==> src/rtl/spi_slave_fifo.sv <==
// SPI slave, system-clock domain, oversampled inputs, TX/RX FIFOs.
// Optional: SPI_LSB_FIRST_EN selects LSB-first shifting (default MSB first).
module spi_slave_fifo #(
  parameter int DATA_WIDTH = 8,
  parameter int FIFO_DEPTH = 4,
  parameter int CPOL       = 0,
  parameter int CPHA       = 0
) (
  input  logic                  clk,
  input  logic                  rst_n,
  input  logic                  sclk,
  input  logic                  ss,
  input  logic                  mosi,
  output logic                  miso,
  output logic                  miso_oe,
  input  logic [DATA_WIDTH-1:0] tx_data,
  input  logic                  tx_wr,
  output logic                  tx_full,
  output logic                  tx_empty,
  output logic [DATA_WIDTH-1:0] rx_data,
  input  logic                  rx_rd,
  output logic                  rx_data_available,
  output logic                  rx_overrun,
  output logic                  tx_underrun,
  input  logic                  status_clr,
  output logic                  busy
);

  localparam int AW = $clog2(FIFO_DEPTH);
  localparam int CW = AW + 1;
  localparam int BW = $clog2(DATA_WIDTH);
  localparam logic IDLE_LVL = (CPOL != 0);
  localparam logic SMP_RISE = (CPOL == CPHA);
  localparam logic PHA0 = (CPHA == 0);

  typedef enum logic {IDLE, ACTIVE} state_e;

  state_e state_q, state_d;

  logic sclk_s1_q, sclk_s2_q, sclk_s3_q;
  logic ss_s1_q, ss_s2_q;
  logic mosi_s1_q, mosi_s2_q;

  logic [DATA_WIDTH-1:0] shift_q, rx_shift_q;
  logic [BW-1:0]         bit_cnt_q;
  logic                  push_pend_q, load_pend_q;

  logic [DATA_WIDTH-1:0] tx_mem_q [FIFO_DEPTH];
  logic [DATA_WIDTH-1:0] rx_mem_q [FIFO_DEPTH];
  logic [AW-1:0] tx_wp_q, tx_rp_q, rx_wp_q, rx_rp_q;
  logic [CW-1:0] tx_cnt_q, rx_cnt_q;
  logic          rx_ovr_q, tx_und_q;

  logic sclk_rise, sclk_fall, smp_edge, shf_edge;
  logic enter, act_ev, do_smp, do_shf, word_done;
  logic load, shift;
  logic tx_acc, tx_pop, rx_acc, rx_pop;
  logic [DATA_WIDTH-1:0] shift_nx, rx_shift_nx;

  // Two-flop synchronizers plus one history flop for sclk edges
  always_ff @(posedge clk or negedge rst_n) begin
    if (!rst_n) begin
      sclk_s1_q <= IDLE_LVL;
      sclk_s2_q <= IDLE_LVL;
      sclk_s3_q <= IDLE_LVL;
      ss_s1_q   <= 1'b1;
      ss_s2_q   <= 1'b1;
      mosi_s1_q <= 1'b0;
      mosi_s2_q <= 1'b0;
    end else begin
      sclk_s1_q <= sclk;
      sclk_s2_q <= sclk_s1_q;
      sclk_s3_q <= sclk_s2_q;
      ss_s1_q   <= ss;
      ss_s2_q   <= ss_s1_q;
      mosi_s1_q <= mosi;
      mosi_s2_q <= mosi_s1_q;
    end
  end

  assign sclk_rise = sclk_s2_q & ~sclk_s3_q;
  assign sclk_fall = ~sclk_s2_q & sclk_s3_q;
  assign smp_edge  = SMP_RISE ? sclk_rise : sclk_fall;
  assign shf_edge  = SMP_RISE ? sclk_fall : sclk_rise;

  // Frame state register
  always_ff @(posedge clk or negedge rst_n) begin
    if (!rst_n) state_q <= IDLE;
    else        state_q <= state_d;
  end

  // Frame next-state: follows synchronized slave select
  always_comb begin
    state_d = state_q;
    unique case (state_q)
      IDLE:   if (!ss_s2_q) state_d = ACTIVE;
      ACTIVE: if (ss_s2_q)  state_d = IDLE;
    endcase
  end

  assign enter     = (state_q == IDLE) & ~ss_s2_q;
  assign act_ev    = (state_q == ACTIVE) & ~ss_s2_q;
  assign do_smp    = act_ev & smp_edge;
  assign do_shf    = act_ev & shf_edge;
  assign word_done = do_smp & (bit_cnt_q == BW'(DATA_WIDTH - 1));

  // CPHA=0 must present the MSB before the first sample edge, so it
  // loads early and skips the trailing edge that closes each word.
  assign load  = PHA0 ? (enter | (act_ev & load_pend_q))
                      : (do_shf & (bit_cnt_q == '0));
  assign shift = do_shf & (bit_cnt_q != '0) & ~load;

`ifdef SPI_LSB_FIRST_EN
  assign shift_nx    = {1'b0, shift_q[DATA_WIDTH-1:1]};
  assign rx_shift_nx = {mosi_s2_q, rx_shift_q[DATA_WIDTH-1:1]};
  assign miso        = shift_q[0];
`else
  assign shift_nx    = {shift_q[DATA_WIDTH-2:0], 1'b0};
  assign rx_shift_nx = {rx_shift_q[DATA_WIDTH-2:0], mosi_s2_q};
  assign miso        = shift_q[DATA_WIDTH-1];
`endif

  assign miso_oe = (state_q == ACTIVE);
  assign busy    = (state_q == ACTIVE);

  // Shift registers, bit counter and deferred push/load strobes
  always_ff @(posedge clk or negedge rst_n) begin
    if (!rst_n) begin
      shift_q     <= '0;
      rx_shift_q  <= '0;
      bit_cnt_q   <= '0;
      push_pend_q <= 1'b0;
      load_pend_q <= 1'b0;
    end else begin
      push_pend_q <= word_done;
      load_pend_q <= PHA0 & word_done;
      if (load)       shift_q <= tx_empty ? '0 : tx_mem_q[tx_rp_q];
      else if (shift) shift_q <= shift_nx;
      if (do_smp) rx_shift_q <= rx_shift_nx;
      if (!act_ev)     bit_cnt_q <= '0;
      else if (do_smp) bit_cnt_q <= word_done ? '0 : bit_cnt_q + BW'(1);
    end
  end

  assign tx_full  = (tx_cnt_q == CW'(FIFO_DEPTH));
  assign tx_empty = (tx_cnt_q == '0);
  assign tx_acc   = tx_wr & ~tx_full;
  assign tx_pop   = load & ~tx_empty;

  // TX FIFO
  always_ff @(posedge clk or negedge rst_n) begin
    if (!rst_n) begin
      tx_wp_q  <= '0;
      tx_rp_q  <= '0;
      tx_cnt_q <= '0;
      for (int i = 0; i < FIFO_DEPTH; i++) tx_mem_q[i] <= '0;
    end else begin
      if (tx_acc) begin
        tx_mem_q[tx_wp_q] <= tx_data;
        tx_wp_q <= tx_wp_q + AW'(1);
      end
      if (tx_pop) tx_rp_q <= tx_rp_q + AW'(1);
      if (tx_acc && !tx_pop)      tx_cnt_q <= tx_cnt_q + CW'(1);
      else if (!tx_acc && tx_pop) tx_cnt_q <= tx_cnt_q - CW'(1);
    end
  end

  assign rx_data_available = (rx_cnt_q != '0);
  assign rx_data = rx_mem_q[rx_rp_q];
  assign rx_pop  = rx_rd & rx_data_available;
  assign rx_acc  = push_pend_q & ((rx_cnt_q != CW'(FIFO_DEPTH)) | rx_pop);

  // RX FIFO (first-word-fall-through head)
  always_ff @(posedge clk or negedge rst_n) begin
    if (!rst_n) begin
      rx_wp_q  <= '0;
      rx_rp_q  <= '0;
      rx_cnt_q <= '0;
      for (int i = 0; i < FIFO_DEPTH; i++) rx_mem_q[i] <= '0;
    end else begin
      if (rx_acc) begin
        rx_mem_q[rx_wp_q] <= rx_shift_q;
        rx_wp_q <= rx_wp_q + AW'(1);
      end
      if (rx_pop) rx_rp_q <= rx_rp_q + AW'(1);
      if (rx_acc && !rx_pop)      rx_cnt_q <= rx_cnt_q + CW'(1);
      else if (!rx_acc && rx_pop) rx_cnt_q <= rx_cnt_q - CW'(1);
    end
  end

  // Sticky error flags; a set event beats a clear
  always_ff @(posedge clk or negedge rst_n) begin
    if (!rst_n) begin
      rx_ovr_q <= 1'b0;
      tx_und_q <= 1'b0;
    end else begin
      if (push_pend_q && !rx_acc) rx_ovr_q <= 1'b1;
      else if (status_clr)        rx_ovr_q <= 1'b0;
      if (load && tx_empty)       tx_und_q <= 1'b1;
      else if (status_clr)        tx_und_q <= 1'b0;
    end
  end

  assign rx_overrun  = rx_ovr_q;
  assign tx_underrun = tx_und_q;

endmodule

==> config.mk <==
export PLATFORM = sky130hd
export DESIGN_NAME = spi_slave_fifo
export DESIGN_NICKNAME = d
export VERILOG_FILES = /design/src/rtl/spi_slave_fifo.sv
export SDC_FILE = /design/constraint.sdc
export NUM_CORES = 1
export LEC_CHECK = 0
export ABC_CLOCK_PERIOD_IN_PS = 3000
export BUFFER_PORTS_ARGS = -buffer_cell sky130_fd_sc_hd__buf_4
export CORE_MARGIN = 2
export CORE_UTILIZATION = 30
export CTS_CLUSTER_DIAMETER = 100
export CTS_CLUSTER_SIZE = 30
export DETAILED_ROUTE_END_ITERATION = 10
export PLACE_DENSITY_LB_ADDON = 0.05
export SYNTH_ARGS = -nofsm -noshare
export SYNTH_HDL_FRONTEND = slang
export SYNTH_SLANG_ARGS = --single-unit
==> constraint.sdc <==
create_clock -name clk -period 3 [get_ports clk]
set_input_delay 0.3 -clock clk [delete_from_list [all_inputs] [get_ports clk]]
set_output_delay 0.3 -clock clk [all_outputs]
set_load 0.02 [all_outputs]
# == After elaboration in Yosys (flattened, before gate mapping) ==
# Cells that the tools add are included.
# word_totals
word_cells,120
ff_bits,108
inputBits,16
output_inout_bits,16
# classes
n_lt_le_gt_ge,6
bitwise,27
muxes,26
n_eq_ne,4
n_reduce_logical,20
n_addsub,9
# ops
cell,count
$mux W8,9
$bwmux W32,2
$bmux W8 S2,2
$demux W8 S2,2
$mux W3,7
$and A1 B1 Y1,14
$ge A3 B3 Y1 const B,4
$not A2 Y3,4
$reduce_bool A2 Y1,5
$add A3 B1 Y3 const B,3
$add A2 B1 Y2 const B,4
$logic_and A1 B1 Y1,8
$not A1 Y1,7
$eq A3 B3 Y1 const B,2
$lt A3 B1 Y1 const B,2
$reduce_bool A3 Y1,2
$sub A3 B1 Y3 const B,2
$logic_not A1 Y1,4
$mux W1,4
$logic_not A3 Y1,1
$ne A3 B3 Y1 const B,1
$ne A2 B1 Y1 const B,1
$or A1 B1 Y1,2

# == Logic depth before layout (Yosys ltp) ==
# Gate-level depths: netlist (run 1).
# logic_depth
word_depth,8
ltp_mapped,11

# == Worst setup path before layout (run 1) ==
# No wires, ideal clock.
# synth_timing
path_kind,reg2reg
start,reg tx_cnt_q[1]
end,reg tx_cnt_q[2]
arrival_ps,2240
path_stages_with_launch,12
slack_ps,681
t_required_ps,2921
path_buffers,1
cell_sequence,dfrtp_1 or3_1 buf_2 inv_1 nor3_1 inv_1 ha_1 inv_1 fa_1 xor2_1 nor2_1 xor2_1
# synth_via
elab_chain_cells,6
# synth_lines
element,line,rtl
from (decl),51,"logic [CW-1:0] tx_cnt_q, rx_cnt_q;"
from (signal assigned),163,if (tx_acc && !tx_pop) tx_cnt_q <= tx_cnt_q + CW'(1);
from (signal assigned),164,else if (!tx_acc && tx_pop) tx_cnt_q <= tx_cnt_q - CW'(1);
$logic_not A3 Y1 (*),146,assign tx_empty = (tx_cnt_q == '0);
via tx_empty,19,"output logic tx_empty,"
$not A1 Y1 (*),148,assign tx_pop = load & ~tx_empty;
$and A1 B1 Y1 (*),148,
$logic_not A1 Y1,163,
$logic_and A1 B1 Y1,163,
$mux W3 or $reduce_bool A2 Y1 (tied branches),--,
# Mark *: on every way through the listed nets, which the timed path passes. The rest lies on a longest branch. The select of a mux whose other input is x is not followed.
# A chain may end at the register's enable or synchronous reset.

# == Worst setup path after layout (run 1) ==
# layout_timing
start,reg rx_cnt_q[0]
end,reg rx_cnt_q[1]
# layout_via
elab_chain_cells,7
# layout_lines
element,line,rtl
from (decl),51,
from (signal assigned),186,if (rx_acc && !rx_pop) rx_cnt_q <= rx_cnt_q + CW'(1);
from (signal assigned),187,else if (!rx_acc && rx_pop) rx_cnt_q <= rx_cnt_q - CW'(1);
$reduce_bool A3 Y1,168,assign rx_data_available = (rx_cnt_q != '0);
$and A1 B1 Y1,170,assign rx_pop = rx_rd & rx_data_available;
$or A1 B1 Y1 (*),171,assign rx_acc = push_pend_q & ((rx_cnt_q != CW'(FIFO_DEPTH)) | rx_pop);
$and A1 B1 Y1 (*),171,
via rx_acc,57,"logic tx_acc, tx_pop, rx_acc, rx_pop;"
$logic_not A1 Y1,187,
$logic_and A1 B1 Y1,187,
$reduce_bool A2 Y1 (no source line),--,
# Marks and branches as above.

==> results of run 1 <==
-- final cells by class --
cell class	instances	area (sq um)	share of cell area (%)
Clock buffer	10	239.0	4.247
Inverter	18	67.56	1.201
Timing Repair Buffer	34	267.8	4.759
Clock inverter	6	55.05	0.9784
Multi-Input combinational cell	182	2022	35.94
Tap cell	216	270.3	4.803
Sequential cell	108	2705	48.08
-- flip-flops by register name (all words and copies together) (netlist names), 2 cells and up --
| register | flops |
|---|---|
| tx_mem_q | 32 |
| tx_rp_q | 2 |
| tx_wp_q | 2 |
| rx_wp_q | 2 |
| rx_cnt_q | 3 |
| rx_mem_q | 32 |
| bit_cnt_q | 3 |
| rx_rp_q | 2 |
| rx_shift_q | 8 |
| shift_q | 8 |
| tx_cnt_q | 3 |
-- layer usage --
layer | up-vias | GRT usage, % | share of wire (%)
li1 | 1235 | - | -
met1 | 1387 | 15.43 | 46
met2 | 27 | 19.52 | 48
met3 | 7 | 4.282 | 4.1
met4 | 0 | 3.623 | 1.3
met5 | - | 0 | 0
-- cell usage after synthesis --
library cell,count
nand3_2,5
nand4_1,8
xnor2_1,8
o32ai_1,8
nand3_4,2
buf_6,2
o2bb2ai_1,1
mux4_2,16
dfstp_2,2
xor2_1,4
mux2_4,8
dfrtp_1,106
nand3b_1,2
nor2_1,2
nor3_1,1
inv_1,17
nand2b_1,3
nor2b_1,3
a21oi_1,3
nand3_1,1
clkbuf_1,5
or3b_1,1
or4b_1,1
nand2_1,6
buf_4,1
mux2_2,68
o22ai_1,2
nor2_2,1
buf_1,1
ha_1,13
or3_1,3
fa_1,2
and3_4,1
and2_1,1
nand4bb_1,1
a2bb2oi_1,7
buf_2,6
clkinv_1,1
-- critical path, cell delays in order, from the launching register on --
cell and delay (ns):
dfrtp_1 0.44, or4b_1 0.72, nand2_1 0.22, inv_1 0.06, ha_1 0.22, inv_1 0.07, fa_1 0.40, mux2_2 0.27
-- power by group through the flow --
| stage | combinational (mW) | sequential [mW] | clock (mW) |
|---|---|---|---|
| after CTS | 1.04 | 2.07 | 1.24 |
| after global routing | 1.13 | 2.12 | 1.31 |
| after detailed placement | 1.04 | 2.10 | 0 |
| final | 1.02 | 2.06 | 1.20 |
| after floorplan | 0.875 | 1.96 | 0 |
| after global placement | 1.03 | 2.10 | 0 |
-- final timing paths --
check                                            to  cells after the start
max reg2reg                 rx_cnt_q[1]$_DFFE_PN0P_                      7
min                        rx_mem_q[29]$_DFFE_PN0P_                      1
min in group clk                sclk_s1_q$_DFF_PN0_                      1
max                         rx_cnt_q[1]$_DFFE_PN0P_                      7
min reg2reg                     sclk_s2_q$_DFF_PN0_                      0
max in group asynchronous   tx_cnt_q[1]$_DFFE_PN0P_                      2
-- stage by stage --
stage	area (sq um)	hold WS (ns)	cells	total power [mW]	setup slack, ns
after global placement	5333	0.3340	558	3.127	0.5273
after global routing	5627	0.02071	574	4.558	0.3472
after CTS	5627	0.009827	574	4.355	0.4583
after floorplan	4877	0.004409	323	2.838	0.6808
final	5627	-0.01861	574	4.271	0.4886
after detailed placement	5333	0.3435	558	3.133	0.4689
-- kinds of logic (layout without fill, tap and decap cells) --
kind of cell               Yosys count  after routing
muxes                               92             92
buffers and inverters               33             68
and+or+nand+nor                     42             42
xor gates and xnor gates            12             12
AOI/OAI and AO/OA                   21             21
adders and majority gates           15             15
DFF                                108            108
==> summary.txt, run 1 <==
Yosys
  – Cell taking the most area after synthesis: dfrtp_1
  – Mapped Area: 4877 sq um
  – Largest cells by area after synthesis: dfrtp_1 (54%), mux2_2 (16%), mux4_2 (7.4%)
  – Syn avg cell area: 15.10 sq um
  – Compound-Gate Fraction of Synth Area: 3.438%
  – Syn nets: 354
  – Main combinational cell family by area after synthesis: multiplexers
  – Synth Area in XOR/XNOR: 2.155%
  – Area share of the largest cell type after synthesis: 54.39%
  – Post-Synth Simple-Gate Area: 6.157%
  – Seq cells post-synth: 108
  – Distinct cells, synth: 38
  – Sequential-to-total area share from yosys stat: 55.46%
  – Yosys warning total: 0
  – Post-Synth Adder-Cell Area: 4.156%
  – Gate Count Post-Synth: 323
  – Mux contribution to synthesized area: 25.55%

Power
  – Clock power frac: 28.0%
  – Leak: 2.536 nW
  – P_sw: 1.252 mW
  – Int Power: 3.019 mW
  – PD cells: 759.1 nW/um^2
  – Logic pwr share: 23.8%
  – Sequential power share: 48.2%
  – Peak supply drop: 0.3246 mV
  – Sw Share: 29.31%

Run
  – Max_cap viols: 0

Final layout
  – Finished Core Util: 35.42%
  – # diodes: 0
  – Fraction of layout instances using a drive strength above 1: 42.74%
  – Most frequent cells in the layout: dfrtp_1 (106), mux2_2 (68), buf_4 (33), inv_1 (17), mux4_2 (16)
  – Nets: 384
  – Most common cell after layout, fill and taps aside: dfrtp_1
  – P&R area growth vs syn: 15.37%
  – Number of fillers in the final layout: 1553

CTS
  – # H-tree levels: 3
  – Resized Gates After CTS: 0
  – Cts hold-fix bufs: 0
  – CTS buffer count: 9
  – Clock Latency Late Sink: 0.36 ns
  – Worst-path clk slew: 0.07 ns
  – CTS tree: done
  – Max Buffers Root-to-Sink: 2
  – Postcts setup bufs: 0
  – CTS Root Cell: clkbuf_16
  – Clk sinks: 108

Floorplan
  – Die W: 131.5 um
  – Initial Utilization: 30.70%
  – Site Rows: 46
  – Core Area: 15890 sq um
  – Die H: 131.5 um
  – Die footprint: 17290 sq um
  – Ports: 32

Worst setup path
  – Worst Setup End Kind: register
  – Worst-path maximum fanout: 6
  – Crit path from: rx_cnt_q[0]$_DFFE_PN0P_
  – Origin of the critical flop-to-flop path: rx_cnt_q[0]$_DFFE_PN0P_
  – Reg2reg setup slack: 0.49 ns
  – Worst path arrival time: 2.75 ns
  – Crit path required time: 3.24 ns
  – Critical path launch point type: register
  – Critical path class: register to register

Routing
  – 1st-iter DRT viols: 105
  – Vias/cell: 4.627
  – Drc violations: 0
  – Routed wire length: 9652 um
  – ANT nets after route: 0
  – Drt first pass iters: 4
  – Via count: 2656
  – Routed WL per cell: 16.82 um

GRT
  – Gr ovfl total: 0
  – GRT Overall Usage: 12.15%
  – Largest net degree at the start of global routing: 61
  – Number of global-route vias before repair: 2893
  – Initial antenna violation count: 0
  – First-pass GRT wire length: 16370 um

Timing
  – Slew @ Worst Pin: 0.7135 ns
  – Fmax: 398.2 MHz
  – Post-layout min period: 2.511 ns
  – Count of final setup violators: 0
  – Unrepaired setup endpoints after global routing: no
  – Hold Slack: -0.01861 ns
  – Final max-slew violation count: 0
  – Setup TNS: 0 ns
  – Rel. slew slack: 52.43%
  – Setup Skew: 0.006730 ns
  – Final Hold Vio Count: 39
  – Period utilization: 83.71%

Outcome
  – Outcome: finished, violations left
  – Failing checks: negative hold slack

Placed design
  – Post-DP HPWL: 6412 um
  – Port bufs: 31
  – RD Place Congestion: 0.7181

Min path
  – Worst Hold Class: input port to async pin
Note: power is estimated with default switching activity, not from simulation.
==> inputs of run 2 (changes only) <==
--- a/config.mk
+++ b/config.mk
@@ -5,7 +5,7 @@
 export SDC_FILE = /design/constraint.sdc
 export NUM_CORES = 1
 export LEC_CHECK = 0
-export ABC_CLOCK_PERIOD_IN_PS = 3000
+export ABC_CLOCK_PERIOD_IN_PS = 2100
 export BUFFER_PORTS_ARGS = -buffer_cell sky130_fd_sc_hd__buf_4
 export CORE_MARGIN = 2
 export CORE_UTILIZATION = 30
==> constraint.sdc (replaced) <==
create_clock -name clk -period 2.1 [get_ports clk]
set_input_delay 0.21 -clock clk [delete_from_list [all_inputs] [get_ports clk]]
set_output_delay 0.21 -clock clk [all_outputs]
set_load 0.02 [all_outputs]
==> summary.txt, run 2 (synthesis gave the netlist of run 1 again) <==
Outcome
  – Outcome: completed

Worst setup path
  – Critical path launch point type: register
  – WP buf/inv: 2 (unchanged)
  – Critical path class: register to register
  – Cell family with most CP delay: simple AND/OR/NAND/NOR gates
  – CP max-delay cell: or4b_4
  – Worst-path maximum fanout: 2 (-4)
  – Worst Setup End Kind: register
  – Cell mode on critical path: inv_2
  – Worst path arrival time: 2.30 ns (-0.45 ns)
  – Slowest stage delay, CP: 0.54 ns (-0.18 ns)
  – Crit path required time: 2.34 ns (-0.90 ns)
  – CP Cell Sequence: or4b_4 -> nand2_4 -> inv_2 -> ha_4 -> inv_2 -> fa_2 -> mux2_4

Timing
  – Post-layout min period: 2.058 ns (-0.4534 ns)
  – Fmax: 485.9 MHz (+22%)
  – Unrepaired setup endpoints after global routing: yes
  – Period utilization: 98.00% (+14 points)
  – Hold Slack: 0.05929 ns (+0.07790 ns)
  – Fin worst setup slack: 0.04199 ns (-0.4466 ns)
  – Rel. slew slack: 66.60% (+14 points)
  – Setup Skew: 0.009547 ns (+0.002816 ns)
  – Setup TNS: 0 ns (unchanged)
  – Final Hold Vio Count: 0 (-100%)
  – Count of final setup violators: 0 (unchanged)
  – Slew @ Worst Pin: 0.5010 ns (-0.2125 ns)
  – Final max-slew violation count: 0 (unchanged)

Final layout
  – Cell area after layout: 5944 sq um (+5.6%)
  – # diodes: 0 (unchanged)
  – Most common cell after layout, fill and taps aside: dfrtp_1
  – P&R area growth vs syn: 21.88%
  – Fraction of layout instances using a drive strength above 1: 49.74% (+7.0 points)
  – Nets: 412 (+7.3%)
  – Number of fillers in the final layout: 1568 (+0.97%)
  – Top flop regs: rx_mem_q: 32 flops, tx_mem_q: 32 flops
  – Most frequent cells in the layout: dfrtp_1 (106), mux2_2 (66), buf_4 (55), mux4_2 (16), inv_1 (12)

CTS
  – # H-tree levels: 3 (unchanged)
  – CTS Root Cell: clkbuf_16
  – Clock Latency Late Sink: 0.35 ns (about the same)
  – CTS buffer count: 9 (unchanged)
  – Max Buffers Root-to-Sink: 2 (unchanged)
  – Clk sinks: 108 (unchanged)
  – Worst-path clk slew: 0.07 ns (about the same)
  – CTS tree: done

GRT
  – First-pass GRT wire length: 16030 um (-2.1%)
  – GRT Overall Usage: 12.07% (-0.080 points)
  – Number of global-route vias before repair: 2910 (+0.59%)
  – Gr ovfl total: 0 (unchanged)
  – Largest net degree at the start of global routing: 45 (-26%)
  – Initial antenna violation count: 0 (unchanged)

Floorplan
  – Die W: 131.5 um (unchanged)
  – Core Area: 15890 sq um (unchanged)
  – Ports: 32 (unchanged)
  – Initial Utilization: 30.70% (unchanged)
  – Site Rows: 46 (unchanged)
  – Die footprint: 17290 sq um (unchanged)
  – Die H: 131.5 um (unchanged)

Routing
  – ANT nets after route: 0 (unchanged)
  – Routed wire length: 9698 um (+0.48%)
  – 1st-iter DRT viols: 67 (-36%)
  – Drt first pass iters: 4 (unchanged)
  – Via count: 2723 (+2.5%)
  – Routed WL per cell: 16.11 um (-4.2%)
  – Drc violations: 0 (unchanged)
  – Vias/cell: 4.523 (-2.2%)

Power
  – Leak: 2.683 nW (+5.8%)
  – PD cells: 1047 nW/um^2 (+38%)
  – Final total power: 6.224 mW (+46%)
  – Peak supply drop: 0.5561 mV (+71%)

Min path
  – Worst Hold Class: input port to register

Placed design
  – Post-DP HPWL: 6585 um (+2.7%)
  – RD Place Congestion: 0.7244 (+0.88%)
  – Dpl cell area: 5569 sq um (+4.4%)
  – Worst slack at placement: -0.007323 ns (-0.4762 ns)
  – Port bufs: 31 (unchanged)

Run
  – Max_cap viols: 0 (unchanged)
-- run 2: metrics by stage --
| step | cells | utilization (%) |
|---|---|---|
| after floorplan | 323 | - |
| after global placement | 580 | 35.06 |
| after detailed placement | 580 | 35.06 |
| after CTS | 600 | 37.22 |
| after global routing | 602 | 37.42 |
| final | 602 | 37.42 |
-- run 2: worst reg2reg max path: cells and delay by family (launching register included) --
kind                     cells  cell delay (ns)
adder cells (fa/ha/maj)      2             0.56
buffers and inverters        2             0.09
AND/OR/NAND/NOR              2             0.62
multiplexers                 1             0.27
flip-flops                   1             0.40
-- run 2: per-layer routing --
metal | wire (um) | GRT usage [%] | share of wire [%]
met2 | 4966 | 20.65 | 51
met1 | 4320 | 14.70 | 45
met4 | 148 | 4.348 | 1.5
met5 | 0 | 0 | 0
met3 | 262 | 3.086 | 2.7
-- run 2: path summary, 6_finish.rpt --
| path | start | slack, ns | cells past startpoint | end |
|---|---|---|---|---|
| min in group asynchronous | rst_n | 0.33 | 2 | rx_mem_q[6]$_DFFE_PN0P_ |
| min reg2reg | mosi_s1_q$_DFF_PN0_ | 0.35 | 0 | mosi_s2_q$_DFF_PN0_ |
| max in group asynchronous | rst_n | 1.16 | 3 | ss_s2_q$_DFF_PN1_ |
| max | rx_cnt_q[0]$_DFFE_PN0P_ | 0.04 | 7 | rx_cnt_q[1]$_DFFE_PN0P_ |
| min | status_clr | 0.06 | 2 | tx_underrun$_DFFE_PN0P_ |
| max reg2reg | rx_cnt_q[0]$_DFFE_PN0P_ | 0.04 | 7 | rx_cnt_q[1]$_DFFE_PN0P_ |
-- run 2: power by group --
part	switching, mW	internal, mW
combinational	0.644	1.02
clock	0.769	0.918
sequential	0.315	2.56
-- run 2: layout make-up --
type | instances | area [sq um] | area share, %
Sequential cell | 108 | 2705 | 45.51
Clock inverter | 7 | 67.56 | 1.137
Tap cell | 216 | 270.3 | 4.546
Multi-Input combinational cell | 182 | 2100 | 35.32
Clock buffer | 9 | 225.2 | 3.789
Inverter | 18 | 72.57 | 1.221
Timing Repair Buffer | 62 | 504.2 | 8.482
-- run 2: timing repair --
| item | 4_1_cts | 5_1_grt |
|---|---|---|
| resized for setup | 3 | 4 |
| buffers inserted | 0 | 2 |
| setup endpoints to repair | 2 | 3 |
| pin swaps | 1 | 7 |
| hold buffers | 4 | 0 |
| endpoints found under the hold margin | 30 | 0 |
